## src/rtl/acc_pkg.sv

```systemverilog
// Shared definitions for the two-requester accumulator job arbiter.
package acc_pkg;

  typedef enum logic [1:0] {
    IDLE  = 2'd0,
    RUN   = 2'd1,
    DRAIN = 2'd2,
    DONE  = 2'd3
  } state_e;

  // Pipeline depth behind the operand port: operand register, then sum register.
  localparam int unsigned DRAIN_CYC = 2;
  localparam int unsigned DRAIN_W   = $clog2(DRAIN_CYC);

endpackage

```

## src/rtl/acc_addsub_dp.sv

```systemverilog
// Add/sub accumulator datapath: operand register stage feeding one adder into the sum register.
module acc_addsub_dp #(
  parameter int unsigned WIDTH = 8
) (
  input  logic             clk,
  input  logic             rst,
  input  logic             clr,
  input  logic             en,
  input  logic             sub,
  input  logic [WIDTH-1:0] d,
  output logic [WIDTH-1:0] sum,
  output logic             ovf,
  output logic             carry
);

  localparam int unsigned SUM_W = WIDTH + 1;

  logic [WIDTH-1:0] d_q;
  logic             sub_q;
  logic             pend_q;
  logic [WIDTH-1:0] b_c;
  logic [WIDTH-1:0] r_c;
  logic             cout_c;
  logic             v_c;

  // Subtract is acc + ~d + 1, so cin follows the sub flag.
  always_comb begin
    b_c           = sub_q ? ~d_q : d_q;
    {cout_c, r_c} = SUM_W'({1'b0, sum}) + SUM_W'({1'b0, b_c}) + SUM_W'(sub_q);
    v_c           = (sum[WIDTH-1] == b_c[WIDTH-1]) && (r_c[WIDTH-1] != sum[WIDTH-1]);
  end

  always_ff @(posedge clk or negedge rst) begin
    if (!rst) begin
      d_q    <= '0;
      sub_q  <= 1'b0;
      pend_q <= 1'b0;
      sum    <= '0;
      ovf    <= 1'b0;
      carry  <= 1'b0;
    end else if (clr) begin
      d_q    <= '0;
      sub_q  <= 1'b0;
      pend_q <= 1'b0;
      sum    <= '0;
      ovf    <= 1'b0;
      carry  <= 1'b0;
    end else begin
      pend_q <= en;
      if (en) begin
        d_q   <= d;
        sub_q <= sub;
      end
      if (pend_q) begin
        sum   <= r_c;
        ovf   <= ovf | v_c;
        carry <= cout_c;
      end
    end
  end

endmodule

```

## src/rtl/acc_job_arbiter.sv

```systemverilog
// Round-robin job arbiter time-sharing one add/sub accumulator between two requesters.
module acc_job_arbiter
  import acc_pkg::*;
#(
  parameter int unsigned WIDTH   = 8,
  parameter int unsigned MAX_LEN = 16,
  localparam int unsigned LEN_W  = $clog2(MAX_LEN + 1)
) (
  input  logic               clk,
  input  logic               rst,
  input  logic [1:0]         req,
  input  logic [2*LEN_W-1:0] len,
  output logic [1:0]         gnt,
  input  logic               op_valid,
  output logic               op_ready,
  input  logic [WIDTH-1:0]   op_data,
  input  logic               op_sub,
  output logic               res_valid,
  input  logic               res_ready,
  output logic [WIDTH-1:0]   res_data,
  output logic               res_ovf,
  output logic               res_carry,
  output logic               res_id
);

  state_e             state_q, state_d;
  logic               id_q, id_d;
  logic               ptr_q, ptr_d;
  logic [LEN_W-1:0]   len_q, len_d;
  logic [LEN_W-1:0]   cnt_q, cnt_d;
  logic [DRAIN_W-1:0] drain_q, drain_d;
  logic [1:0]         gnt_d;
  logic               op_ready_d;
  logic               res_valid_d;
  logic [WIDTH-1:0]   res_data_d;
  logic               res_ovf_d;
  logic               res_carry_d;
  logic               res_id_d;

  logic               accept_c;
  logic               clr_c;
  logic               win_c;
  logic [LEN_W-1:0]   len_sel_c;
  logic [LEN_W-1:0]   len_sat_c;
  logic [WIDTH-1:0]   sum;
  logic               ovf;
  logic               carry;

  assign accept_c = op_valid & op_ready;

  // Winner selection and length saturation for a job starting this cycle.
  always_comb begin
    win_c     = (req == 2'b11) ? ptr_q : req[1];
    len_sel_c = win_c ? len[2*LEN_W-1:LEN_W] : len[LEN_W-1:0];
    len_sat_c = (len_sel_c > LEN_W'(MAX_LEN)) ? LEN_W'(MAX_LEN) : len_sel_c;
  end

  acc_addsub_dp #(
    .WIDTH(WIDTH)
  ) u_dp (
    .clk  (clk),
    .rst  (rst),
    .clr  (clr_c),
    .en   (accept_c),
    .sub  (op_sub),
    .d    (op_data),
    .sum  (sum),
    .ovf  (ovf),
    .carry(carry)
  );

  always_comb begin
    state_d     = state_q;
    id_d        = id_q;
    ptr_d       = ptr_q;
    len_d       = len_q;
    cnt_d       = cnt_q;
    drain_d     = drain_q;
    gnt_d       = gnt;
    op_ready_d  = 1'b0;
    res_valid_d = res_valid;
    res_data_d  = res_data;
    res_ovf_d   = res_ovf;
    res_carry_d = res_carry;
    res_id_d    = res_id;
    clr_c       = 1'b0;

    unique case (state_q)
      IDLE: begin
        if (req != 2'b00) begin
          id_d  = win_c;
          len_d = len_sat_c;
          cnt_d = '0;
          clr_c = 1'b1;
          gnt_d = win_c ? 2'b10 : 2'b01;
          // An empty job skips straight to a zero result.
          if (len_sat_c == '0) begin
            state_d     = DONE;
            res_valid_d = 1'b1;
            res_data_d  = '0;
            res_ovf_d   = 1'b0;
            res_carry_d = 1'b0;
            res_id_d    = win_c;
          end else begin
            state_d    = RUN;
            op_ready_d = 1'b1;
          end
        end
      end
      RUN: begin
        op_ready_d = 1'b1;
        if (accept_c) begin
          cnt_d = cnt_q + LEN_W'(1);
          if (cnt_q == len_q - LEN_W'(1)) begin
            state_d    = DRAIN;
            op_ready_d = 1'b0;
            drain_d    = '0;
          end
        end
      end
      DRAIN: begin
        drain_d = drain_q + DRAIN_W'(1);
        if (drain_q == DRAIN_W'(DRAIN_CYC - 1)) begin
          state_d     = DONE;
          res_valid_d = 1'b1;
          res_data_d  = sum;
          res_ovf_d   = ovf;
          res_carry_d = carry;
          res_id_d    = id_q;
        end
      end
      DONE: begin
        if (res_ready) begin
          state_d     = IDLE;
          res_valid_d = 1'b0;
          gnt_d       = 2'b00;
          ptr_d       = ~id_q;
        end
      end
      default: state_d = IDLE;
    endcase
  end

  always_ff @(posedge clk or negedge rst) begin
    if (!rst) begin
      state_q   <= IDLE;
      id_q      <= 1'b0;
      ptr_q     <= 1'b0;
      len_q     <= '0;
      cnt_q     <= '0;
      drain_q   <= '0;
      gnt       <= 2'b00;
      op_ready  <= 1'b0;
      res_valid <= 1'b0;
      res_data  <= '0;
      res_ovf   <= 1'b0;
      res_carry <= 1'b0;
      res_id    <= 1'b0;
    end else begin
      state_q   <= state_d;
      id_q      <= id_d;
      ptr_q     <= ptr_d;
      len_q     <= len_d;
      cnt_q     <= cnt_d;
      drain_q   <= drain_d;
      gnt       <= gnt_d;
      op_ready  <= op_ready_d;
      res_valid <= res_valid_d;
      res_data  <= res_data_d;
      res_ovf   <= res_ovf_d;
      res_carry <= res_carry_d;
      res_id    <= res_id_d;
    end
  end

endmodule

```

## config.mk

```make
export PLATFORM = sky130hd
export DESIGN_NAME = acc_job_arbiter
export DESIGN_NICKNAME = d
export VERILOG_FILES = /design/src/rtl/acc_pkg.sv /design/src/rtl/acc_addsub_dp.sv /design/src/rtl/acc_job_arbiter.sv
export SDC_FILE = /design/constraint.sdc
export NUM_CORES = 1
export LEC_CHECK = 0
export BUFFER_PORTS_ARGS = -buffer_cell sky130_fd_sc_hd__buf_2
export CORE_MARGIN = 1
export CORE_UTILIZATION = 62
export CTS_CLUSTER_SIZE = 20
export DETAILED_ROUTE_END_ITERATION = 8
export GPL_ROUTABILITY_DRIVEN = 0
export GPL_TIMING_DRIVEN = 0
export HOLD_SLACK_MARGIN = 0.12
export PLACE_DENSITY = 0.92
export SKIP_CTS_REPAIR_TIMING = 1
export SYNTH_ARGS = -nofsm -noshare
export SYNTH_HDL_FRONTEND = slang
export SYNTH_SLANG_ARGS = --single-unit
```

## constraint.sdc

```tcl
create_clock -name clk -period 5.5 [get_ports clk]
set_input_delay 0.825 -clock clk [delete_from_list [all_inputs] [get_ports clk]]
set_output_delay 0.825 -clock clk [all_outputs]
set_load 0.005 [all_outputs]
```

### Yosys cells after proc, flatten, opt, wreduce, memory -nomap -nowiden

Index checks and enable logic that the tools add are counted.

* add/subtract/negate cells: 5
* magnitude comparators: 1
* eq/ne operators: 13
* mux-type cells: 57
* bitwise gates (word level): 4
* reductions and logical operators: 19

Operators with widths (count)
* 8-bit 2-to-1 mux: 8
* 1-bit 2-to-1 mux: 27
* 5-bit 2-to-1 mux: 4
* 2-bit 2-to-1 mux: 8
* 8-bit one-hot mux with 2 select lines: 1
* 2-bit nonzero test: 7
* 2-bit inequality test, second input constant: 5
* 1-bit one-hot mux with 2 select lines: 5
* 5-bit one-hot mux with 2 select lines: 1
* 5-bit AND reduction: 2
* 8-bit by 8-bit adder with 9-bit output: 1
* 9-bit by 1-bit adder with 9-bit output: 1
* 3-bit AND reduction: 3
* 8-bit NOT: 1
* 2-bit one-hot mux with 4 select lines: 1
* 2-bit equality test, second input constant: 3
* 5-bit by 1-bit adder with 5-bit output, second input constant: 1
* 5-bit equality test: 1
* 5-bit greater-than comparator, second input constant: 1
* 5-bit zero test: 1
* 5-bit by 1-bit subtractor with 5-bit output, second input constant: 1
* 2-bit one-hot mux with 2 select lines: 1
* 2-bit AND reduction: 2
* 4-bit AND reduction: 1
* 12 further kinds: 12

* bits in registers: 50
* bits of input ports: 25
* output and inout bits: 15
* word-level logic and storage cells: 118

### Longest topological paths before layout

* word-level depth: 9
* depth in mapped cells: 9
* depth with buffers taken out: 8

### By module

A second synthesis with hierarchy kept.

* cells, all modules: 319
* area total of the unflattened synthesis: 3105.5 sq um

Modules (own cells, without submodules)
* acc_job_arbiter: instances 1, cells an instance 196, area an instance 1875.5 sq um, seq. area each 750.7 sq um
* acc_addsub_dp: instances 1, cells an instance 123, area an instance 1229.9 sq um, seq. area each 500.5 sq um

### Worst setup path after synthesis

No wires, ideal clock.

* path kind: input -> register
* start: in len[9]
* end: reg res_valid
* setup time: 0.126 ns
* arrival: 2.037 ns
* required time: 5.374 ns
* slack: 3.337 ns
* stages: 5
* path buffers: 0
* cells stage by stage: or4_1 -> nor2_2 -> mux2_4 -> o21ai_1 -> a311o_1

* cells in the longest elaborated chain, start to end: 6

Ends and longest elaborated chain
* start: declaration: RTL line acc_job_arbiter.sv:12 `input logic [2*LEN_W-1:0] len,`
* 5-bit 2-to-1 mux *: RTL line acc_job_arbiter.sv:54 `len_sel_c = win_c ? len[2*LEN_W-1:LEN_W] : len[LEN_W-1:0];`
* 5-bit greater-than comparator: RTL line acc_job_arbiter.sv:55 `len_sat_c = (len_sel_c > LEN_W'(MAX_LEN)) ? LEN_W'(MAX_LEN) : len_sel_c;`
* 5-bit 2-to-1 mux *: RTL line acc_job_arbiter.sv:55
* 5-bit zero test *: RTL line acc_job_arbiter.sv:97 `if (len_sat_c == '0) begin`
* 2-bit inequality test (no source line) *
* 5-bit AND reduction (no source line) *
* end signal: assignment: RTL line acc_job_arbiter.sv:168 `res_valid <= res_valid_d;`
* end: declaration: RTL line acc_job_arbiter.sv:18 `output logic res_valid,`

Every way passes the cells marked *; elsewhere a longest branch is shown, timed or not.
A chain may end at the register's enable or synchronous reset.

### Final worst setup path

* start: reg u_dp.sub_q
* end: reg u_dp.carry

* cells in the longest elaborated chain, start to end: 5

Ends and longest elaborated chain
* start: declaration: RTL line acc_addsub_dp.sv:19 `logic sub_q;`
* start signal: assignment: RTL line acc_addsub_dp.sv:52 `sub_q <= sub;`
* 8-bit 2-to-1 mux: RTL line acc_addsub_dp.sv:28 `b_c = sub_q ? ~d_q : d_q;`
* 8-bit by 8-bit adder with 9-bit output: RTL line acc_addsub_dp.sv:29 `{cout_c, r_c} = SUM_W'({1'b0, sum}) + SUM_W'({1'b0, b_c}) + SUM_W'(sub_q);`
* 9-bit by 1-bit adder with 9-bit output *: RTL line acc_addsub_dp.sv:29
* 1-bit 2-to-1 mux *: RTL line acc_addsub_dp.sv:54 `if (pend_q) begin`
* 1-bit 2-to-1 mux *: RTL line acc_addsub_dp.sv:41 `end else if (clr) begin`
* end signal: assignment: RTL line acc_addsub_dp.sv:57 `carry <= cout_c;`
* end: declaration: RTL line acc_addsub_dp.sv:13 `output logic carry`

Every way passes the cells marked *; elsewhere a longest branch is shown, timed or not. The select of a mux whose other input is x is not followed.

==> results.py <==
metrics = {
    "die": {
        "core_sq_um": 4414,
        "start_util": 0.6528,
        "die_area_sq_um": 4925,
        "placementRows": 24,
        "dieWidth_microns": 70.18,
        "die_y_microns": 70.18,
        "ios": 40,
    },
    "power_and_ir_drop": {
        "leakage_nw": 1.562,
        "power.density_nw_per_um2": 586.3,
        "ir_drop_uv": 288.9,
    },
    "clock_tree": {
        "ctsHtreeMaxLevel": 2,
        "clock-sinks": 50,
        "cts-buffers-inserted": 5,
        "clk_pin_slew_ns": 0.09,
        "clk_latency_ns": 0.31,
        "root_buffer": "clkbuf_8",
        "cts_tree": "yes",
        "cts.path.max_buffers": 2,
    },
    "cells_and_area": {
        "seqCellArea_sq_um": 1251,
        "drive_above_1_share": 0.1748,
        "n_antenna_cell": 0,
        "fillers": 299,
        "finalInstanceArea_sq_um": 3237,
        "multi_input_comb_area_sq_um": 1514,
        "nNetsFinal": 387,
        "area_growth_pct": 12.33,
    },
    "setup_path": {
        "r2r_start": "u_dp.sub_q",
        "cp_num_buf_inv": 2,
        "cp-start-kind": "flop",
        "end_kind": "flop",
        "crit_type": "flop to flop",
        "cp_top_family": "compound AO/OA/AOI/OAI gates",
        "cp_slowest_cell": "fa_1",
        "cp_cell_sequence": "buf_2 > xor2_1 > inv_1 > fa_1 > nor2b_1 > o21ai_1 > a21boi_1 > o221ai_1 > a31oi_1",
        "worstPathArrival_ns": 2.54,
        "rrSetupSlack_ns": 3.20,
        "critical_path_required_ns": 5.74,
        "max_stage_delay_ns": 0.44,
        "crit_start": "u_dp.sub_q",
        "worstPathMaxFanout": 9,
        "reg2reg_depth": 9,
        "r2r_end": "u_dp.carry",
    },
    "synth": {
        "synth_warnings": 0,
        "syn_area_per_cell_sq_um": 9.541,
        "ys_ff_latch": 50,
        "mappedNetlistArea_sq_um": 2882,
        "async_reset_ff_frac": 1.000,
        "seq_area_frac_synth": 0.4342,
        "synth_fp_nets": 341,
        "dominantRegCellSynth": "dfrtp_1",
        "syn-instance-count": 302,
        "ys_types": 55,
        "synth-edff-count": 0,
    },
    "placement": {
        "io_buffers": 39,
        "preCtsSetupSlack_ns": 2.996,
        "hpwl_mm": 4.705,
        "placed_area_sq_um": 3142,
    },
    "grt": {
        "grt_use_total": 0.2766,
        "grt_pass1_wl_mm": 10.65,
        "grt_overflow_total": 0,
        "grt_max_degree": 51,
        "antenna_found_initial": 0,
        "grt_pass1_vias": 2337,
    },
    "timing": {
        "slew_viol_final": 0,
        "fmax_ghz": 0.4352,
        "final-setup-viol-count": 0,
        "finalCriticalPeriod_ns": 2.298,
        "finalCritPeriodShare": 0.4178,
        "worst_slack_ns": 3.202,
        "skew_ns": 0.009184,
        "hold_viol": 0,
        "tightest_slew_ns": 1.070,
        "slew_headroom": 0.2868,
        "fin_setup_tns_ns": 0,
        "grt_setup_unrepaired": "false",
    },
    "drt": {
        "drt_iter0_drc": 227,
        "drt-pass1-iter-count": 5,
        "wl_per_cell_microns": 15.57,
        "wl_mm": 6.242,
        "viasPerCell": 6.157,
        "drc": 0,
        "drt.antenna.violating_nets": 0,
        "vias": 2469,
    },
    "job": {
        "cap_violations": 0,
    },
    "hold_path": {
        "hold_class": "flop to flop",
        "holdPathStages": 2,
        "min_to": "len_q[4]",
        "holdCritStartpoint": "len_q[4]",
    },
    "outcome": {
        "status": "complete, no violations",
    },
}
Yosys cell counts (all sizes together) (2+ instances only):
library cell / instances / area, sq um
o31ai: 5 / 37.54
a311oi: 2 / 17.52
xnor2: 3 / 26.28
o211ai: 4 / 30.03
clkbuf: 8 / 31.28
xor2: 14 / 122.6
o21ai: 18 / 90.08
nor4b: 2 / 23.77
a22o: 11 / 96.34
nand4: 3 / 18.77
a22oi: 2 / 15.01
or4: 2 / 15.01
nand3: 2 / 10.01
mux2i: 11 / 110.1
inv: 16 / 60.06
a31oi: 6 / 52.55
nor3: 7 / 35.03
nor3b: 3 / 22.52
buf: 4 / 25.02
ha: 13 / 162.7
a211oi: 3 / 27.52
mux2: 3 / 41.29
a21oi: 14 / 70.07
a21o: 2 / 15.01
nor2b: 2 / 12.51
nand2: 40 / 150.1
nand2b: 5 / 31.28
dfrtp: 50 / 1251
and3: 2 / 12.51
o21a: 4 / 30.03
nor2: 24 / 95.09
or3: 2 / 12.51
routing by layer:
metal	global-route usage	up-vias	part of all wire	wire, microns
li1	-	1177	-	-
met2	0.4327	114	0.48	2977
met5	0	-	0	0
met4	0.1289	0	0.032	200
met3	0.06061	23	0.073	456
met1	0.3680	1155	0.42	2607
logic make-up after synthesis:
family                   count (synthesis)  synth area share
AND/OR/NAND/NOR                         99            0.1646
AO/OA/AOI/OAI                           80            0.1932
flip-flops                              50            0.4342
buffers and inverters                   28           0.04038
XOR/XNOR                                17           0.05167
multiplexers                            14           0.05254
adder cells (fa/ha/maj)                 14           0.06340
layout by cell type (no fill, tap or decap), drive strengths merged, types with 4 or more instances in the layout:
master  count
nand2b      5
nand2      40
a31oi       6
a22o       11
a21oi      14
clkbuf     14
dfrtp      50
o21a        4
nor3        7
xor2       14
ha         13
o31ai       5
nor2       24
o211ai      4
inv        16
buf        43
o21ai      18
mux2i      11
tightest hold or removal path, cell delays in order (launching register included):
cell and delay, ns:
dfrtp_1 0.36, nand2_1 0.05, nand2_1 0.06
layout make-up:
| cell class | instances | share of cell area |
|---|---|---|
| plain buffers | 12 | 0.01739 |
| clock buffers | 6 | 0.02551 |
| clock inverters | 2 | 0.003865 |
| inverters | 16 | 0.01855 |
| multi-input cells | 224 | 0.4677 |
| flip-flops and latches | 50 | 0.3865 |
| well taps | 52 | 0.02010 |
| repair buffers | 39 | 0.06030 |
per-stage QoR:
stage          std cells  hold WS [ns]  power, mW    util
2_1_floorplan        302        0.4608      1.389       -
3_3_place_gp         393        0.4739      1.585  0.7117
3_5_place_dp         393        0.4843      1.659  0.7117
4_1_cts              401        0.5053      1.888  0.7333
5_1_grt              401        0.5242      2.052  0.7333
6_report             401        0.5019      1.898  0.7333
sequential cells by signal, indices dropped and copies added, names as in the netlist, 2 cells and up:
| register | cells |
|---|---|
| res_data | 8 |
| state_q | 2 |
| len_q | 5 |
| gnt | 2 |
| u_dp.sum | 8 |
| u_dp.d_q | 8 |
| cnt_q | 5 |
report_power, final:
part           switching (mW)  internal, mW  leakage [nW]
logic                   0.593         0.441         0.869
clock network           0.123         0.101        0.0472
registers               0.123         0.517         0.646
how the worst max path moves through the flow:
stage | endpoint | slack [ns] | cells after the start
3_3_place_gp | res_id | 3.09 | 6
2_1_floorplan | res_valid | 3.34 | 5
4_1_cts | u_dp.carry | 3.22 | 9
5_1_grt | u_dp.carry | 3.09 | 9
3_5_place_dp | u_dp.sum[6] | 3.00 | 7
6_report | u_dp.carry | 3.20 | 9
Power figures use the tool's default switching activity.
